## src/rtl/wrr_arbiter.sv

```systemverilog
// Weighted round-robin arbiter with registered grants, burst hold,
// early release on request drop and zero-bubble handover.
module wrr_arbiter #(
    parameter int NUM_PORTS = 4,
    parameter int WEIGHT_W  = 4,
    localparam int IDX_W    = $clog2(NUM_PORTS)
) (
    input  logic                          clk,
    input  logic                          reset_n,
    input  logic [NUM_PORTS-1:0]          req_i,
    input  logic [NUM_PORTS*WEIGHT_W-1:0] weight_i,
    output logic [NUM_PORTS-1:0]          gnt_o,
    output logic [IDX_W-1:0]              gnt_idx_o,
    output logic                          gnt_valid_o
);

    typedef enum logic {IDLE, GRANT} state_e;

    state_e                 state_q, state_d;
    logic [NUM_PORTS-1:0]   gnt_q, gnt_d;
    logic [IDX_W-1:0]       idx_q, idx_d;
    logic [IDX_W-1:0]       ptr_q, ptr_d;
    logic [WEIGHT_W-1:0]    credit_q, credit_d;

    logic [IDX_W-1:0]       nxt_idx;
    logic [IDX_W-1:0]       scan_start;
    logic [IDX_W-1:0]       sel_idx;
    logic                   sel_found;
    logic [WEIGHT_W-1:0]    sel_wt;
    logic                   release_c;
    logic [WEIGHT_W-1:0]    wt [NUM_PORTS];

    always_comb begin
        for (int k = 0; k < NUM_PORTS; k++) begin
            wt[k] = weight_i[k*WEIGHT_W +: WEIGHT_W];
        end
    end

    always_comb begin
        nxt_idx    = (idx_q == IDX_W'(NUM_PORTS-1)) ? '0 : idx_q + 1'b1;
        release_c  = (state_q == GRANT) &&
                     (!req_i[idx_q] || credit_q == WEIGHT_W'(1));
        scan_start = release_c ? nxt_idx : ptr_q;
    end

    // Scan a doubled index range downward so the last hit is the first
    // requester at or after scan_start, with wrap-around.
    always_comb begin
        sel_found = 1'b0;
        sel_idx   = '0;
        for (int i = 2*NUM_PORTS-1; i >= 0; i--) begin
            if (req_i[i % NUM_PORTS] && i >= int'(scan_start)) begin
                sel_found = 1'b1;
                sel_idx   = IDX_W'(i % NUM_PORTS);
            end
        end
        sel_wt = (wt[sel_idx] == '0) ? WEIGHT_W'(1) : wt[sel_idx];
    end

    always_comb begin
        state_d  = state_q;
        gnt_d    = gnt_q;
        idx_d    = idx_q;
        ptr_d    = ptr_q;
        credit_d = credit_q;
        if (state_q == IDLE || release_c) begin
            if (release_c) begin
                ptr_d = nxt_idx;
            end
            if (sel_found) begin
                state_d  = GRANT;
                gnt_d    = NUM_PORTS'(1) << sel_idx;
                idx_d    = sel_idx;
                credit_d = sel_wt;
            end else begin
                state_d  = IDLE;
                gnt_d    = '0;
                idx_d    = '0;
                credit_d = '0;
            end
        end else begin
            credit_d = credit_q - 1'b1;
        end
    end

    always_ff @(posedge clk or negedge reset_n) begin
        if (!reset_n) begin
            state_q  <= IDLE;
            gnt_q    <= '0;
            idx_q    <= '0;
            ptr_q    <= '0;
            credit_q <= '0;
        end else begin
            state_q  <= state_d;
            gnt_q    <= gnt_d;
            idx_q    <= idx_d;
            ptr_q    <= ptr_d;
            credit_q <= credit_d;
        end
    end

    assign gnt_o       = gnt_q;
    assign gnt_idx_o   = idx_q;
    assign gnt_valid_o = |gnt_q;

endmodule

```

## config.mk

```make
export PLATFORM = sky130hd
export DESIGN_NAME = wrr_arbiter
export DESIGN_NICKNAME = d
export VERILOG_FILES = /design/src/rtl/wrr_arbiter.sv
export SDC_FILE = /design/constraint.sdc
export NUM_CORES = 1
export LEC_CHECK = 0
export BUFFER_PORTS_ARGS = -buffer_cell sky130_fd_sc_hd__buf_2
export CORE_MARGIN = 2
export CORE_UTILIZATION = 39
export CTS_CLUSTER_SIZE = 30
export DETAILED_ROUTE_END_ITERATION = 6
export MAX_ROUTING_LAYER = met4
export PLACE_DENSITY_LB_ADDON = 0.15
export SLEW_MARGIN = 25
export SYNTH_ARGS = -nofsm -noshare
export SYNTH_HDL_FRONTEND = slang
export SYNTH_SLANG_ARGS = --single-unit
```

## constraint.sdc

```tcl
create_clock -name clk -period 5.73 [get_ports clk]
set_clock_uncertainty 0.1 [all_clocks]
set_input_delay 1.146 -clock clk [delete_from_list [all_inputs] [get_ports clk]]
set_output_delay 1.146 -clock clk [all_outputs]
set_load 0.05 [all_outputs]
```

==> Word level (Yosys, flattened, before mapping) <==
Cells that the tools add are included.
{ "word_totals": {"register_bits": 13, "input_bits": 22, "output_inout_bits": 7, "wordCells": 53} }
{ "classes": {"add_sub_neg": 2, "magnitude_cmp": 5, "eq_ne": 2, "shift": 1, "mux": 27, "bitwise": 2, "n_reduce_logical": 9} }
{ "ops": {"columns": ["operator", "count"], "rows": [
  ["4-bit two-way mux", 6],
  ["2-bit two-way mux", 10],
  ["1-bit two-way mux", 9],
  ["4-bit binary-select mux with 2-bit select", 1],
  ["4-bit by 1-bit equality test with 1-bit output, second input constant", 1],
  ["1-bit by 2-bit greater-or-equal comparator with 1-bit output, first input constant", 2],
  ["1-bit logical AND", 4],
  ["4-bit zero test", 1],
  ["4-bit OR reduction", 1],
  ["1-bit by 2-bit left shift with 4-bit output, first input constant", 1],
  ["4-bit by 1-bit subtractor with 4-bit output, second input constant", 1],
  ["3-bit greater-or-equal comparator, second input constant", 1],
  ["2-bit by 3-bit < comparator with 1-bit output, second input constant", 1],
  ["2-bit inverter with 3-bit output", 1],
  ["2-bit by 1-bit adder with 2-bit output, second input constant", 1],
  ["1-bit binary-select mux with 2-bit select", 1],
  ["2-bit equality test, second input constant", 1],
  ["2-bit greater-or-equal comparator, first input constant", 1],
  ["1-bit logical OR", 2],
  ["1-bit zero test", 1],
  ["1-bit inverter", 1]
]} }

==> Depth between registers and ports, before layout <==
{ "depth": {"depth_word": 19, "mapped_depth": 11, "ltp_nobuf": 10} }

==> Least setup slack after synthesis <==
No wires, ideal clock.
{ "synth_timing": {"kind": "in2reg", "startpoint": "in req_i[3]", "endpoint": "reg credit_q[0]", "setup_time_ns": 0.139, "arrival_time_ns": 3.005, "required_time_ns": 5.491, "path_slack_ns": 2.486, "path_stages": 7, "n_path_buf": 0, "cell_sequence": "mux4_2 a21bo_2 a311oi_2 a2111oi_2 a21o_2 a2111oi_0 a21oi_1"} }
{ "synth_between": {"elab_chain_len": 19, "word_cells_on_any_way": 29, "cone_classes": "3 x order compare; 17 x mux; 1 x bitwise; 8 x reduce/logical"} }
{ "synth_lines": {"columns": ["item", "line", "rtl"], "rows": [
  ["start, declared", "10", "input logic [NUM_PORTS-1:0] req_i,"],
  ["1-bit binary-select mux with 2-bit select", "42", "(!req_i[idx_q] || credit_q == WEIGHT_W'(1));"],
  ["1-bit two-way mux (implied by the code)", "42", null],
  ["1-bit zero test", "42", null],
  ["1-bit logical OR", "42", null],
  ["1-bit logical AND", "41", "release_c = (state_q == GRANT) &&"],
  ["2-bit two-way mux", null, null],
  ["2-bit greater-or-equal comparator", "52", "if (req_i[i % NUM_PORTS] && i >= int'(scan_start)) begin"],
  ["1-bit logical AND", "52", null],
  ["2-bit two-way mux (3 in a row)", "52", null],
  ["2-bit inverter with 3-bit output (implied by the code)", "57", "sel_wt = (wt[sel_idx] == '0) ? WEIGHT_W'(1) : wt[sel_idx];"],
  ["4-bit binary-select mux with 2-bit select", "57", null],
  ["4-bit two-way mux (implied by the code) (2 in a row)", "57", null],
  ["4-bit zero test", "57", null],
  ["4-bit two-way mux", "57", null],
  ["4-bit two-way mux", "70", "if (sel_found) begin"],
  ["4-bit two-way mux (*)", "66", "if (state_q == IDLE || release_c) begin"],
  ["net credit_d[0]", "23", "logic [WEIGHT_W-1:0] credit_q, credit_d;"],
  ["end signal, assigned", "98", "credit_q <= credit_d;"],
  ["end, declared", "23", null]
]} }
Mark *: on every way through the listed nets, which the timed path passes. The rest lies on a longest branch. The select of a mux whose other input is x is not followed.
A chain may end at the register's enable or synchronous reset.

==> Worst setup path in the final report <==
{ "layout_timing": {"startpoint": "in req_i[2]", "endpoint": "reg credit_q[0]"} }
The elaborated chain is that of the path after synthesis.

==> results_dict.tcl <==
set metrics [dict create \
    synth_edf_count 0 \
    startpoint_type "input port" \
    synth_most_common_cell "dfrtp_1" \
    die_y_um 54.69 \
    clk_path_buf_depth 2 \
    drv_slew 0 \
    p_per_area_nw_per_um2 638.5 \
    grt.overflow.total 0 \
    post_cts_buffers 0 \
    end_kind "register" \
    gp_congestion 0.9598 \
    clock_sinks 13 \
    path_class "input port to register" \
    antenna_found_initial 0 \
    synth_cells 107 \
    utilization_pct 48.83 \
    instances_no_fill 167 \
    grt_max_degree 14 \
    synth_top_area_share_pct 32.46 \
    fin_ws_ns 2.415 \
    first_pass_iters 4 \
    async_reset_ff_share_pct 100.0 \
    r2r_slack_ns 2.85 \
    row_count 18 \
    viasPerCell 5.934 \
    clkTransAtPathRegs_ns 0.08 \
    cts_hold_buf 0 \
    wl_per_cell_um 15.80 \
    antenna_cells 0 \
    synth.ff_latch_count 13 \
    dieWidth_um 54.69 \
    synth_cell_types 40 \
    grt_first_pass_wirelength_um 4236 \
    final-setup-viol-count 0 \
    fin_crit_ns 3.315 \
    synthSimpleGateAreaFrac_pct 18.10 \
    synth_top_cell_by_area "dfrtp_1" \
    synth_top_family_by_area "compound AO/OA/AOI/OAI gates" \
    leakagePower_nw 0.5718 \
    post_cts_resized 0 \
    post-route-cell-area_um2 1199 \
    drc 0 \
    crit_fanout 7 \
    rsz0062_at_grt "false" \
    synthAdderAreaFrac_pct 3.745 \
    gr-usage-all-layers_pct 20.37 \
    dr_total_vias 991 \
    synth.area.mux_share_pct 6.742 \
    critPathRequiredTime_ns 5.77 \
    status "finished, final reports clean" \
    timing.final.crit_share_pct 57.86 \
    cts_tree "done" \
    start_util_pct 40.83 \
    dp_hpwl_um 2147 \
    relSlewSlack_pct 68.64 \
    syn-cell-area_um2 1002 \
    tns_ns 0 \
    max-vdd-ir-drop_mv 0.2867 \
    fmax_mhz 301.6 \
    grt_pass1_vias 945 \
    clock_latency_ns 0.27 \
    syn_avg_cell_area_um2 9.366 \
    crit_arrival_ns 3.36 \
    h-tree-depth 1 \
    initialDrtViolationCount 24 \
    fin_hold_ws_ns 0.3947 \
    die_area_um2 2991 \
    synthTopCellsByArea "dfrtp_1 (32%), a22o_1 (5.2%), nand3_1 (4.0%)" \
    synth_compound_area_share_pct 32.33 \
    synth-seq-area-share_pct 32.46 \
    numCtsBuffers 3 \
    cap_violations 0 \
    dp_cells 163 \
    synthTopCellsByCount "dfrtp_1 (13), inv_1 (10), nand2_1 (8), nand3_1 (8), a22o_1 (6)" \
    synthXorXnorAreaFrac_pct 1.748 \
    synthToLayoutAreaGrowth_pct 19.60 \
    worst_hold_path_type "register to register" \
    drtAntennaViolNets 0 \
    io_pins 29 \
    final_hold_viol_count 0 \
    routed_wl_um 2638 \
    synth_nets 132 \
    dpl-instance-area_um2 1172 \
    p_total_mw 0.7653 \
    worst_pin_slew_ns 0.4703 \
    port_buffers 28 \
    fp.coreArea_um2 2455 \
    yosys_warnings 0 \
    ys_dominant_reg_cell "dfrtp_1" \
    final_nets 163 \
    drive_gt1_share_pct 34.31 \
    root_buffer "clkbuf_4" \
    place_ws_ns 2.145 \
]
[cells in the final DEF, fill, tap and decap left out, types with 2 or more instances in the layout]
master	netlist	routed
clkbuf_4	0	3
and3_1	2	2
nand2_1	8	8
xnor2_1	2	2
nand3_1	8	8
nor2_1	4	4
o22ai_1	3	3
a211oi_1	2	2
inv_1	10	10
buf_2	0	28
or3_1	2	2
nor3_1	3	3
a221oi_1	4	4
nand2b_1	2	2
mux2_2	2	2
or2_2	2	2
ha_1	3	3
o41ai_2	2	2
a22o_1	6	6
a21oi_1	5	5
dfrtp_1	13	13
o21ai_0	3	3
[layout make-up]
cell class,count,area [um^2]
clock buffers,4,26.28
fillers,242,1256
inverters,11,41.29
multi-input cells,81,628.1
flip-flops and latches,13,325.3
well taps,30,37.54
repair buffers,28,140.1
[logic make-up (layout without fill, tap and decap cells)]
logic type | count (synthesis) | in the layout
flip-flops | 13 | 13
adder cells (fa/ha/maj) | 3 | 3
AO/OA/AOI/OAI | 37 | 37
AND/OR/NAND/NOR | 35 | 35
XOR/XNOR | 2 | 2
buffers and inverters | 13 | 43
multiplexers | 4 | 4
[worst max-delay path, cell delays in order]
cell and delay [ns]:
buf_2 0.14, mux4_2 0.50, a21bo_2 0.27, a311oi_2 0.43, a2111oi_2 0.10, a21o_2 0.25, a2111oi_0 0.42, a21oi_1 0.11
[final timing paths]
kind,to,cells past startpoint,start
min in group asynchronous,credit_q[0]$_DFF_PN0_,1,reset_n
worst min register to register,gnt_o[1]$_DFFE_PN0N_,2,gnt_o[1]$_DFFE_PN0N_
worst max register to register,credit_q[0]$_DFF_PN0_,9,credit_q[1]$_DFF_PN0_
worst min-delay path,gnt_o[1]$_DFFE_PN0N_,2,gnt_o[1]$_DFFE_PN0N_
max in group asynchronous,ptr_q[1]$_DFFE_PN0N_,1,reset_n
worst max-delay path,credit_q[0]$_DFF_PN0_,8,req_i[2]
[layer usage]
| layer | routed length, um | GRT usage, % |
|---|---|---|
| met4 | 0 | 3.750 |
| met1 | 1213 | 27.26 |
| met3 | 187 | 4.098 |
| met5 | 0 | - |
| met2 | 1237 | 31.94 |
[sequential cells by signal, indices dropped and copies added (netlist names)]
signal	count
state_q	1
ptr_q	2
gnt_o	4
gnt_idx_o	2
credit_q	4
[power breakdown]
group / total, mW / internal (mW) / switching [mW] / leakage [nW]
combinational: 0.533 / 0.201 / 0.332 / 0.400
sequential: 0.177 / 0.135 / 0.0413 / 0.157
clock: 0.0552 / 0.0269 / 0.0282 / 0.0150
total: 0.765 / 0.364 / 0.402 / 0.572
Note: power is estimated with default switching activity, not from simulation.
